<file path="src/rtl/reg_writeback_unit.sv">
// Write-back stage: arbitrates ALU and load results onto the register bank write port
// and tracks pending writes for decode. Optional forwarding outputs under WB_BYPASS_EN.
module reg_writeback_unit #(
    parameter int unsigned DATA_W       = 64,
    parameter int unsigned ADDR_W       = 5,
    parameter int unsigned STARVE_LIMIT = 3
) (
    input  logic              clock,
    input  logic              reset,
    input  logic              alu_valid,
    output logic              alu_ready,
    input  logic [ADDR_W-1:0] alu_rd,
    input  logic [DATA_W-1:0] alu_data,
    input  logic              ld_valid,
    output logic              ld_ready,
    input  logic [ADDR_W-1:0] ld_rd,
    input  logic [DATA_W-1:0] ld_data,
    input  logic              iss_valid,
    input  logic [ADDR_W-1:0] iss_rd,
    input  logic [ADDR_W-1:0] q_rs1,
    input  logic [ADDR_W-1:0] q_rs2,
    output logic              busy1,
    output logic              busy2,
    output logic              sb_conflict,
    output logic              rf_write,
    output logic [ADDR_W-1:0] rf_addr,
    output logic [DATA_W-1:0] rf_data
`ifdef WB_BYPASS_EN
    ,
    output logic              fwd1_hit,
    output logic              fwd2_hit,
    output logic [DATA_W-1:0] fwd1_data,
    output logic [DATA_W-1:0] fwd2_data
`endif
);

    localparam int unsigned NREG  = 1 << ADDR_W;
    localparam int unsigned CNT_W = (STARVE_LIMIT < 1) ? 1 : $clog2(STARVE_LIMIT + 1);
    localparam logic [ADDR_W-1:0] XZR = ADDR_W'(NREG - 1);

    logic              alu_full, ld_full;
    logic [ADDR_W-1:0] alu_rd_q, ld_rd_q;
    logic [DATA_W-1:0] alu_data_q, ld_data_q;
    logic [CNT_W-1:0]  starve;
    logic [NREG-1:0]   pending;

    logic              starved_c, alu_gnt_c, ld_gnt_c, gnt_c;
    logic [ADDR_W-1:0] gnt_rd_c;
    logic [DATA_W-1:0] gnt_data_c;
    logic              iss_set_c, conflict_c;
    logic [CNT_W-1:0]  starve_nxt_c;
    logic [NREG-1:0]   pending_nxt_c;

    // Load has priority; a starved ALU entry overrides it once.
    assign starved_c = (starve == CNT_W'(STARVE_LIMIT));
    assign alu_gnt_c = alu_full & (~ld_full | starved_c);
    assign ld_gnt_c  = ld_full & ~alu_gnt_c;
    assign gnt_c     = alu_gnt_c | ld_gnt_c;
    assign alu_ready = ~alu_full | alu_gnt_c;
    assign ld_ready  = ~ld_full | ld_gnt_c;
    assign gnt_rd_c   = alu_gnt_c ? alu_rd_q : ld_rd_q;
    assign gnt_data_c = alu_gnt_c ? alu_data_q : ld_data_q;
    assign iss_set_c  = iss_valid & (iss_rd != XZR);
    assign conflict_c = iss_set_c & pending[iss_rd] & ~(rf_write & (rf_addr == iss_rd));

    always_comb begin
        starve_nxt_c = '0;
        if (alu_full & ~alu_gnt_c)
            starve_nxt_c = starved_c ? starve : starve + CNT_W'(1);
    end

    // Clear on bank capture, then set on issue so a same-edge set wins.
    always_comb begin
        pending_nxt_c = pending;
        if (rf_write)
            pending_nxt_c[rf_addr] = 1'b0;
        if (iss_set_c)
            pending_nxt_c[iss_rd] = 1'b1;
        pending_nxt_c[NREG-1] = 1'b0;
    end

    always_ff @(posedge clock) begin
        if (reset) begin
            alu_full    <= 1'b0;
            ld_full     <= 1'b0;
            alu_rd_q    <= '0;
            ld_rd_q     <= '0;
            alu_data_q  <= '0;
            ld_data_q   <= '0;
            starve      <= '0;
            pending     <= '0;
            sb_conflict <= 1'b0;
            rf_write    <= 1'b0;
            rf_addr     <= '0;
            rf_data     <= '0;
        end else begin
            if (alu_valid & alu_ready) begin
                alu_full   <= 1'b1;
                alu_rd_q   <= alu_rd;
                alu_data_q <= alu_data;
            end else if (alu_gnt_c) begin
                alu_full <= 1'b0;
            end
            if (ld_valid & ld_ready) begin
                ld_full   <= 1'b1;
                ld_rd_q   <= ld_rd;
                ld_data_q <= ld_data;
            end else if (ld_gnt_c) begin
                ld_full <= 1'b0;
            end
            starve      <= starve_nxt_c;
            pending     <= pending_nxt_c;
            sb_conflict <= conflict_c;
            rf_write    <= gnt_c & (gnt_rd_c != XZR);
            if (gnt_c) begin
                rf_addr <= gnt_rd_c;
                rf_data <= gnt_data_c;
            end
        end
    end

`ifdef WB_BYPASS_EN
    assign fwd1_hit  = rf_write & (rf_addr == q_rs1) & (q_rs1 != XZR);
    assign fwd2_hit  = rf_write & (rf_addr == q_rs2) & (q_rs2 != XZR);
    assign fwd1_data = rf_data;
    assign fwd2_data = rf_data;
    assign busy1     = pending[q_rs1] & ~fwd1_hit;
    assign busy2     = pending[q_rs2] & ~fwd2_hit;
`else
    assign busy1 = pending[q_rs1];
    assign busy2 = pending[q_rs2];
`endif

endmodule

</file>
<file path="config.mk">
export PLATFORM = sky130hd
export DESIGN_NAME = reg_writeback_unit
export DESIGN_NICKNAME = d
export VERILOG_FILES = /design/src/rtl/reg_writeback_unit.sv
export SDC_FILE = /design/constraint.sdc
export NUM_CORES = 1
export LEC_CHECK = 0
export CAP_MARGIN = 40
export CORE_MARGIN = 3
export CORE_UTILIZATION = 50
export CTS_BUF_LIST = sky130_fd_sc_hd__clkbuf_16
export DETAILED_ROUTE_END_ITERATION = 10
export PLACE_DENSITY = 0.89
export RECOVER_POWER = 50
export SLEW_MARGIN = 10
export SYNTH_ARGS = -nofsm -noshare
export SYNTH_HDL_FRONTEND = slang
export SYNTH_SLANG_ARGS = --single-unit
</file>
<file path="constraint.sdc">
create_clock -name clock -period 2.8 [get_ports clock]
set_input_delay 0.56 -clock clock [delete_from_list [all_inputs] [get_ports clock]]
set_output_delay 0.56 -clock clock [all_outputs]
set_load 0.01 [all_outputs]
</file>
==> impl_metrics.prom <==
# TYPE chip_impl_metric gauge
chip_impl_metric{name="compound_gate_fraction_of_synth_area",unit="%"} 13.8
chip_impl_info{name="critical_path_s_slowest_cell",value="sky130_fd_sc_hd__mux4_2"} 1
chip_impl_metric{name="max_freq",unit="MHz"} 360
chip_impl_metric{name="cts_max_path_buffers",unit=""} 3
chip_impl_info{name="cp_common_cell",value="sky130_fd_sc_hd__mux4_2"} 1
chip_impl_metric{name="drt-initial-drc-count",unit=""} 516
chip_impl_metric{name="internal-power",unit="mW"} 5.70
chip_impl_metric{name="swShare",unit="%"} 24.2
chip_impl_metric{name="die-area",unit="um^2"} 21500
chip_impl_metric{name="post_synthesis_to_final_layout_area_growth",unit="%"} 32.9
chip_impl_info{name="cp_cell_sequence",value="mux4_2 > mux4_2 > mux2_4 > buf_6"} 1
chip_impl_metric{name="synth.cell_area",unit="um^2"} 9890
chip_impl_metric{name="ctsHtreeMaxLevel",unit=""} 1
chip_impl_metric{name="cts.sink_count",unit=""} 244
chip_impl_metric{name="fraction_of_layout_cells_with_a_size_suffix_above_1",unit="%"} 7.49
chip_impl_metric{name="grt_pass1_wl",unit="mm"} 45.9
chip_impl_metric{name="first_global_vias",unit=""} 9219
chip_impl_info{name="timing_worst_setup_path_type",value="flip-flop to primary output"} 1
chip_impl_info{name="tritoncts",value="built"} 1
chip_impl_metric{name="floorplan.core_area",unit="um^2"} 19100
chip_impl_metric{name="globalRouteOverflowTotal",unit=""} 0
chip_impl_info{name="worstSetupEndpointType",value="primary output"} 1
chip_impl_metric{name="final_core_utilization",unit="%"} 68.9
chip_impl_metric{name="cell_count_after_synthesis",unit=""} 1162
chip_impl_metric{name="post_synth_and_or_nand_nor_area_fraction",unit="%"} 19.1
chip_impl_metric{name="post_synth_mux_area_share",unit="%"} 13.4
chip_impl_metric{name="power.leakage",unit="nW"} 5.15
chip_impl_metric{name="avgRoutedWirePerCell",unit="um"} 17.4
chip_impl_metric{name="detailedPlacementHpwl",unit="mm"} 19.3
chip_impl_metric{name="yosys.cell_types.count",unit=""} 33
chip_impl_metric{name="yosys.area_share.adder",unit="%"} 0.127
chip_impl_metric{name="flip_flop_and_latch_count_after_synthesis",unit=""} 244
chip_impl_metric{name="globalRouteTotalUtil",unit="%"} 25.9
chip_impl_metric{name="synth_enable_flop_cells",unit=""} 0
chip_impl_metric{name="postRouteWirelength",unit="mm"} 28.4
chip_impl_metric{name="finalHoldViolCount",unit=""} 0
chip_impl_info{name="synth_top_family_by_area",value="simple AND/OR/NAND/NOR gates"} 1
chip_impl_metric{name="number_of_max_slew_violations_in_the_final_report",unit=""} 26
chip_impl_info{name="grt_setup_unrepaired",value="yes"} 1
chip_impl_metric{name="vdd_ir_drop_max",unit="mV"} 0.427
chip_impl_metric{name="cap_violations",unit=""} 1
chip_impl_metric{name="p_total",unit="mW"} 7.51
chip_impl_metric{name="critical_path_arrival",unit="ns"} 2.22
chip_impl_info{name="yosys.area.top_type",value="sky130_fd_sc_hd__dfxtp_1"} 1
chip_impl_info{name="startpoint_class",value="flip-flop"} 1
chip_impl_metric{name="cellPowerDensity",unit="nW/um^2"} 572
chip_impl_info{name="status",value="finished with violations"} 1
chip_impl_metric{name="ant_nets",unit=""} 0
chip_impl_metric{name="finalSetupViolCount",unit=""} 0
chip_impl_metric{name="yosysTopAreaCellShare",unit="%"} 49.4
chip_impl_info{name="layout.cells.most_common",value="sky130_fd_sc_hd__nand2_1"} 1
chip_impl_metric{name="min_cycle_time_layout",unit="ns"} 2.78
chip_impl_metric{name="die-height",unit="um"} 147
chip_impl_metric{name="worst-endpoint-required",unit="ns"} 2.24
chip_impl_metric{name="timing.clock.skew",unit="ns"} 0.0104
chip_impl_metric{name="layout.cells.non_filler",unit=""} 1636
chip_impl_metric{name="vias",unit=""} 9043
chip_impl_info{name="synth.top_cells.by_area",value="sky130_fd_sc_hd__dfxtp_1 (49%), sky130_fd_sc_hd__nand2_1 (14%), sky130_fd_sc_hd__mux2i_1 (7.4%), sky130_fd_sc_hd__a21oi_1 (7.3%), sky130_fd_sc_hd__o21ai_0 (5.8%)"} 1
chip_impl_metric{name="combPwrFrac",unit="%"} 12.0
chip_impl_info{name="violated_checks",value="capacitance limit, slew limit"} 1
chip_impl_info{name="final_cell_mix",value="sky130_fd_sc_hd__nand2_1 (376), sky130_fd_sc_hd__dfxtp_1 (234), sky130_fd_sc_hd__clkdlybuf4s50_1 (223), sky130_fd_sc_hd__a21oi_1 (144), sky130_fd_sc_hd__o21ai_0 (114)"} 1
chip_impl_metric{name="dpl_cell_area",unit="um^2"} 12500
chip_impl_metric{name="dpl.cell_count",unit=""} 1593
chip_impl_metric{name="cts_buffers",unit=""} 25
chip_impl_metric{name="critical-path-max-stage-delay",unit="ns"} 0.48
chip_impl_metric{name="tns",unit="ns"} 0
chip_impl_metric{name="drt_first_pass_iters",unit=""} 5
chip_impl_metric{name="critPathMaxFanout",unit=""} 4
chip_impl_info{name="cts_root_buf",value="sky130_fd_sc_hd__clkbuf_16"} 1
chip_impl_metric{name="synthesis.area_per_instance",unit="um^2"} 8.51
chip_impl_metric{name="initial_core_util",unit="%"} 51.8
chip_impl_metric{name="pwr-share-clk",unit="%"} 38.3
chip_impl_metric{name="yosys.area_share.xor_xnor",unit="%"} 0.443
chip_impl_metric{name="synth-warning-count",unit=""} 0
chip_impl_metric{name="gpl.final_weighted_congestion",unit=""} 1.01
chip_impl_metric{name="synth-async-reset-ratio",unit="%"} 0
chip_impl_metric{name="top_level_ports",unit=""} 233
chip_impl_metric{name="p_seq_share",unit="%"} 49.7
chip_impl_metric{name="final_design_area_no_fill",unit="um^2"} 13100
chip_impl_metric{name="fin_nets",unit=""} 1519
chip_impl_metric{name="grt_antenna_before_repair",unit=""} 1
chip_impl_metric{name="portion_of_the_post_synthesis_area_used_by_sequential_elements",unit="%"} 49.4
chip_impl_metric{name="power.switching",unit="mW"} 1.82
chip_impl_metric{name="floorplan.rows",unit=""} 50
chip_impl_metric{name="post_route_drc",unit=""} 0
chip_impl_metric{name="die_w",unit="um"} 147
chip_impl_metric{name="drt-vias-per-instance",unit=""} 5.53
chip_impl_metric{name="grt_max_degree",unit=""} 70
chip_impl_metric{name="placement.io_buffers",unit=""} 232
chip_impl_info{name="min-delay-path-class",value="input port to flip-flop"} 1
chip_impl_info{name="top_reg_cell_synth",value="sky130_fd_sc_hd__dfxtp_1"} 1
chip_impl_metric{name="worst-slew-pin-transition",unit="ns"} 1.52
chip_impl_metric{name="timing.max_slew.rel_slack",unit="%"} -1.24
chip_impl_metric{name="fin_crit_sh",unit="%"} 99.2
chip_impl_metric{name="clock_latency",unit="ns"} 0.51
chip_impl_metric{name="cts.clk_slew.worst_paths",unit="ns"} 0.06
chip_impl_metric{name="syn-num-nets",unit=""} 1321
## worst max-delay path, delay by kind of cell, from the launching register on
kind     cells  cell delay (ns)
buf+inv      1             0.12
flops        1             0.34
mux          3             1.25
## cells in the mapped netlist, types with 4 or more instances
library cell,count
sky130_fd_sc_hd__nand2_1,378
sky130_fd_sc_hd__dfxtp_1,244
sky130_fd_sc_hd__a21oi_1,144
sky130_fd_sc_hd__o21ai_0,114
sky130_fd_sc_hd__mux2i_1,73
sky130_fd_sc_hd__clkbuf_1,64
sky130_fd_sc_hd__mux4_2,25
sky130_fd_sc_hd__nand3b_1,22
sky130_fd_sc_hd__buf_2,16
sky130_fd_sc_hd__nor2b_1,13
sky130_fd_sc_hd__buf_1,9
sky130_fd_sc_hd__nor2_1,7
sky130_fd_sc_hd__nand3_1,6
sky130_fd_sc_hd__nor3b_1,5
sky130_fd_sc_hd__xnor2_1,5
sky130_fd_sc_hd__inv_1,4
sky130_fd_sc_hd__nor3_1,4
## registers in the layout (all words and copies together) (netlist names)
signal / cells
rf_addr: 5
alu_full: 1
alu_rd_q: 5
rf_data: 64
pending: 31
ld_rd_q: 5
sb_conflict: 1
ld_data_q: 64
rf_write: 1
starve: 2
alu_data_q: 64
ld_full: 1
## timing repair
| item | in CTS | in global routing |
|---|---|---|
| endpoints found under the setup margin | 2 | 2 |
| resized for setup | 32 | 9 |
| cloned | 0 | 0 |
| setup buffers | 0 | 0 |
| hold buffers | 0 | 0 |
## cell type report
| cell class | instances | area (um^2) |
|---|---|---|
| timing repair buffer | 260 | 2550 |
| clock inverter | 17 | 68.8 |
| inverter | 4 | 15.0 |
| multi-input combinational | 825 | 4660 |
| clock buffer | 25 | 626 |
| tap | 260 | 325 |
| fill | 1475 | 5940 |
| sequential | 244 | 4900 |
| antenna | 1 | 2.50 |
## layer usage
layer	global-route usage, %	vias to the layer above	share of wire [%]
li1	-	4329	-
met2	44.3	414	48
met1	30.5	4196	39
met5	0	-	0
met3	5.83	104	8.3
met4	12.9	0	4.7
## kinds of logic after synthesis
kind of cell               Yosys count
xor gates and xnor gates             5
muxes                              101
and+or+nand+nor                    451
DFF                                244
adders and majority gates            1
buffers and inverters               93
AOI/OAI and AO/OA                  267
## power groups by stage
stage	logic (mW)	clock network, mW	registers, mW
2_1_floorplan	0.432	0	3.79
3_3_place_gp	0.883	0	3.80
3_5_place_dp	0.904	0	3.81
4_1_cts	0.910	2.93	3.74
5_1_grt	0.980	3.08	3.75
6_report	0.901	2.88	3.74
## worst paths after layout
kind	endpoint	slack, ns	cells after the start	start
max	busy2	0.02	4	pending[19]$_SDFF_PP0_
min reg2reg	starve[0]$_SDFFE_PP0N_	0.44	1	starve[0]$_SDFFE_PP0N_
min	ld_data_q[1]$_SDFFE_PP0P_	0.42	2	reset
max reg2reg	alu_data_q[14]$_SDFFE_PP0P_	0.22	6	starve[0]$_SDFFE_PP0N_
## stage by stage
stage | setup WS [ns] | hold slack, ns
after CTS | 0.000158 | 0.407
after global placement | -0.758 | 0.417
after detailed placement | -0.796 | 0.427
final | 0.0236 | 0.420
after global routing | -0.0173 | 0.434
after floorplan | 0.225 | 0.408
Power figures use the tool's default switching activity.
==> edit 1 (config.mk and constraints unchanged) <==
Add a define of `WB_BYPASS_EN`.
--- a/src/rtl/reg_writeback_unit.sv
+++ b/src/rtl/reg_writeback_unit.sv
@@ -1,5 +1,7 @@
 // Write-back stage: arbitrates ALU and load results onto the register bank write port
 // and tracks pending writes for decode. Optional forwarding outputs under WB_BYPASS_EN.
+`define WB_BYPASS_EN
+
 module reg_writeback_unit #(
     parameter int unsigned DATA_W       = 64,
     parameter int unsigned ADDR_W       = 5,
Formal check against the unedited RTL (old outputs only; new: fwd1_data, fwd1_hit, fwd2_data and fwd2_hit): not equivalent (a bounded check fails within 4 cycles, from zero or initial values and one cycle with reset high).
==> edit 1 against the unedited design <==
Setup slack improved by 0.064 ns. Area after synthesis increased by 13%. Wire length increased by 26%. Sequential cell count unchanged. Sequential share of layout area decreased by 4.7 points. Power increased by 13%. Design area increased by 14%. Sequential power about the same. Highest routed layer is now met5.
==> edit 1: results (changes against the unedited design) <==
[logic_synthesis]
yosys-top-cells-area = dfxtp_1 44%, nand2_1 13%, buf_4 8.9%  ; was dfxtp_1 49%, nand2_1 14%, mux2i_1 7.4%
yosys-top-cells-count = 378 x nand2_1, 244 x dfxtp_1, 143 x a21oi_1  ; was 378 x nand2_1, 244 x dfxtp_1, 144 x a21oi_1
ys_seq_area_frac = 0.439  ; was 0.494
synth.distinct_cells = 40  ; was 33
syn_inst = 1333  ; was 1,162
syn-cell-area_um2 = 11100  ; was 9890 µm²

[place]
io_buffers = 362  ; was 232
dp_slack_ns = -0.470  ; was -0.796 ns
dp_cells = 1787  ; was 1,593
placed_cell_area_um2 = 14200  ; was 12,500 µm²
finalWeightedCongestion = 1.02  ; was 1.01

[outcome]
outcome = finished clean  ; was finished with violations

[finish]
multi_input_area_um2 = 4880  ; was 4660 µm²
sh_seq_area = 0.326  ; was 0.373
nonClkBufAreaFrac = 0.265  ; was 0.194
inverters = 7  ; was 4
layout.nets = 1698  ; was 1,519

[detailed_routing]
wl_per_cell_um = 19.5  ; was 17.4 µm
drtPass1Iterations = 6  ; was 5

[power_and_ir_drop]
power_density_nw_per_um2 = 568  ; was 572 nW/µm²
leakagePower_nw = 5.81  ; was 5.15 nW
vdd_ir_drop_max_v = 0.000460  ; was 0.000427 V

[global_route]
grt_max_degree = 157  ; was 70
grt_pass1_wl_um = 55200  ; was 45,900 µm
use_met3 = 0.0512  ; was 0.0583
grt_pass1_vias = 10400  ; was 9,219
antenna_found_initial = 2  ; was 1
grt_use_total = 0.281  ; was 0.259

[sta]
skew_ns = 0.0129  ; was 0.0104 ns
slew_headroom = 0.0494  ; was -0.0124
setup_ws_ns = 0.0875  ; was 0.0236 ns

[critical_path]
cp-startpoint = pending[27]  ; was pending[19]
r2r_cells = 5  ; was 6
critical_path_arrival_ns = 2.15  ; was 2.22 ns

-- edit 1: changes by cell type after synthesis, sizes merged, moves of 4 or more --
cell,change
buf,+147
clkbuf,-15
xnor2,+8
mux4,-4
nor2b,+4
o31ai,+4
-- edit 1: critical path: stages (launching register included) --
cell and delay [ns]:
dfxtp_1 0.38, mux4_2 0.48, mux2_2 0.28, o21ai_1 0.12, o32ai_1 0.09, dlygate4sd1_1 0.28
-- edit 1: report_power, final --
part           switching (mW)  total, mW  internal, mW  leakage [nW]
clock network            1.42       3.62          2.20         0.437
registers               0.123       3.75          3.63          2.00
logic                   0.546       1.14         0.596          3.38
-- edit 1: layer usage --
metal | part of all wire | up-vias
met4 | 0.048 | 2
met3 | 0.080 | 126
li1 | - | 4742
met1 | 0.37 | 4858
met5 | 0.00036 | -
met2 | 0.50 | 535
-- edit 1: how the worst min path moves through the flow --
stage | startpoint | end | slack (ns) | cells past startpoint
after CTS | reset | ld_data_q[36] | 0.37 | 2
after floorplan | starve[0] | starve[0] | 0.41 | 1
final | reset | ld_full | 0.39 | 2
after global placement | starve[0] | starve[0] | 0.42 | 1
after global routing | reset | ld_full | 0.38 | 2
after detailed placement | starve[0] | starve[0] | 0.44 | 1
-- edit 1: logic make-up (layout without fill, tap and decap cells) --
kind of cell,Yosys count,in the layout,synth area share
and+or+nand+nor,466,466,0.178
AOI/OAI and AO/OA,279,279,0.130
DFF,244,244,0.439
buffers and inverters,228,452,0.126
muxes,102,102,0.116
xor gates and xnor gates,13,13,0.0102
adders and majority gates,1,1,0.00112
other,0,1,0
-- edit 1: repair_timing --
action,CTS,global route
endpoints found under the setup margin,4,3
gates resized for setup,14,9
hold buffers,0,0
==> edit 2 (same settings) <==
Made on the original files. `pending` no longer has a reset.
--- a/src/rtl/reg_writeback_unit.sv
+++ b/src/rtl/reg_writeback_unit.sv
@@ -88,7 +88,6 @@
             alu_data_q  <= '0;
             ld_data_q   <= '0;
             starve      <= '0;
-            pending     <= '0;
             sb_conflict <= 1'b0;
             rf_write    <= 1'b0;
             rf_addr     <= '0;
@@ -109,7 +108,6 @@
                 ld_full <= 1'b0;
             end
             starve      <= starve_nxt_c;
-            pending     <= pending_nxt_c;
             sb_conflict <= conflict_c;
             rf_write    <= gnt_c & (gnt_rd_c != XZR);
             if (gnt_c) begin
@@ -117,6 +115,10 @@
                 rf_data <= gnt_data_c;
             end
         end
+    end
+
+    always_ff @(posedge clock) begin
+        pending <= pending_nxt_c;
     end
 
 `ifdef WB_BYPASS_EN
Behaviour: not the same (a bounded check fails within 4 cycles, from zero or initial values and one cycle with reset high).
==> edit 2 against the unedited design <==
The run still ends with capacitance limit, slew limit left. Count of clock-buffer cells in the layout unchanged. Sequential cell count unchanged. Setup slack gained 0.015 ns. Register-to-register slack gained 0.24 ns. Hold slack better by 0.017 ns. Power is 1.8% higher. Area after synthesis is 2.2% lower. Design area shrank 1.6%. Fmax grew 0.56%. Wire length rose by 0.21%. Combinational power is 6.9% higher.
==> edit 2: results (changes against the unedited design) <==
[clocking]
clock_path_buffers = 3  ; unchanged
numCtsBuffers = 25  ; unchanged
cts_max_level = 1  ; unchanged
path_clk_slew_ns = 0.06  ; about the same
clock-root-buffer = clkbuf_16  ; unchanged
clk_latency_ns = 0.51  ; about the same

[global_route]
grt_max_degree = 77  ; was 70
antenna_found_initial = 1  ; unchanged
met1_usage = 0.304  ; was 0.305
grt_pass1_wl_um = 45500  ; was 45,900 µm
grt_use_total = 0.260  ; was 0.259
grtUsageMet2 = 0.472  ; was 0.443
grt_pass1_vias = 9101  ; was 9,219
use_met3 = 0.0493  ; was 0.0583

[place]
placed_cell_area_um2 = 12300  ; was 12,500 µm²
hpwl_um = 19400  ; was 19,300 µm
io_buffers = 232  ; unchanged
dp_slack_ns = -0.758  ; was -0.796 ns
dp_cells = 1563  ; was 1,593
finalWeightedCongestion = 0.954  ; was 1.01

[finish]
fillCellCount = 1453  ; was 1,475
fin_cells = 1606  ; was 1,636
top_regs = alu_data_q: 64 flops, ld_data_q: 64 flops, rf_data: 64 flops  ; unchanged
diodes = 0  ; was 1
layout-drive-gt1-share = 0.0825  ; was 0.0749
layout.nets = 1490  ; was 1,519

[detailed_routing]
dr.first_iter.drc_count = 525  ; was 516
viasPerCell = 5.56  ; was 5.53
wl_per_cell_um = 17.7  ; was 17.4 µm

[critical_path]
reg2reg_from = starve[0]  ; unchanged
crit_fanout = 4  ; unchanged
timing.rr.end = rf_data[28]  ; was alu_data_q[14]
regToRegSetupSlack_ns = 0.46  ; was 0.22 ns
critical_path_arrival_ns = 2.20  ; was 2.22 ns
r2r_cells = 5  ; was 6

[logic_synthesis]
synthXorXnorAreaFrac = 0.00453  ; was 0.00443
yosysWarnings = 0  ; unchanged
yosys-top-cells-area = dfxtp_1 51%, nand2_1 14%, mux2i_1 8.6%  ; was dfxtp_1 49%, nand2_1 14%, mux2i_1 7.4%
synth_nets = 1288  ; was 1,321
synth-compound-area-share = 0.151  ; was 0.138
async_flop_share = 0  ; unchanged
yosys-top-cells-count = 356 x nand2_1, 244 x dfxtp_1, 140 x a21oi_1  ; was 378 x nand2_1, 244 x dfxtp_1, 144 x a21oi_1
syn_avg_cell_area_um2 = 8.57  ; was 8.51 µm²
yosys.area_share.adder = 0.00129  ; was 0.00127
muxShareOfSynthArea = 0.135  ; was 0.134
ys_seq_area_frac = 0.505  ; was 0.494
synth.distinct_cells = 33  ; unchanged

[min_path]
hp-class = flop to flop  ; was primary input to flop
holdPathStages = 1  ; was 2
holdPathEnd = starve[0]  ; was ld_data_q[1]
hp-start = starve[0]  ; was reset

[power_and_ir_drop]
vdd_ir_drop_max_v = 0.000442  ; was 0.000427 V
leakagePower_nw = 5.09  ; was 5.15 nW

[flow_run]
drv_cap = 1  ; unchanged

[outcome]
failed_checks = capacitance limit, slew limit  ; unchanged
outcome = finished with violations  ; unchanged

[sta]
finalHoldViolCount = 0  ; unchanged
slew_headroom = -0.0221  ; was -0.0124
skew_ns = 0.0104  ; about the same
final_max_slew_viol_count = 77  ; was 26

edit 2: area by class of cell:
cell class	instances	area share
well taps	260	0.0251
clock buffers	25	0.0484
flip-flops and latches	244	0.379
repair buffers	260	0.197
multi-input cells	796	0.344
clock inverters	17	0.00522
inverters	4	0.00116
edit 2: logic make-up after synthesis:
| kind of cell | after synthesis |
|---|---|
| flip-flops | 244 |
| buffers and inverters | 89 |
| AO/OA/AOI/OAI | 285 |
| AND/OR/NAND/NOR | 400 |
| multiplexers | 105 |
| adder cells (fa/ha/maj) | 1 |
| XOR/XNOR | 5 |
edit 2: layer usage:
layer	share of wire	wire length, µm
met3	0.071	2020
met1	0.38	10900
met5	0.00046	13
met4	0.033	951
met2	0.51	14600
edit 2: how the worst max path moves through the flow:
| stage | from | endpoint | slack (ns) | cells past startpoint |
|---|---|---|---|---|
| finish | pending[1] | busy1 | 0.04 | 4 |
| global route | pending[25] | busy1 | 0.0004 | 4 |
| CTS | pending[21] | busy1 | 0.02 | 4 |
| detailed placement | q_rs1[0] | busy1 | -0.76 | 5 |
| global placement | q_rs1[0] | busy1 | -0.72 | 5 |
| floorplan | q_rs1[0] | busy1 | 0.14 | 4 |
edit 2: through the flow:
step	power, mW	hold WS, ns	setup TNS [ns]	utilization
CTS	7.67	0.414	0	0.688
floorplan	4.31	0.408	0	-
finish	7.65	0.437	0	0.687
detailed placement	4.82	0.438	-1.40	0.651
global route	7.93	0.450	0	0.687
global placement	4.79	0.418	-1.37	0.651
edit 2: power by group:
group / total, mW / internal [mW] / switching, mW
Sequential: 3.79 / 3.66 / 0.131
Clock: 2.90 / 1.60 / 1.30
Combinational: 0.963 / 0.508 / 0.456
edit 2: worst max-delay path, stage by stage, from the launching register on:
cell     delay, ns
dfxtp_1       0.36
mux4_2        0.47
mux4_2        0.46
mux2_2        0.26
buf_2         0.14
edit 2: what timing repair did:
item                       4_1_cts  5_1_grt
gates resized for setup         33       16
setup endpoints to repair        2        2
setup buffers                    0        1
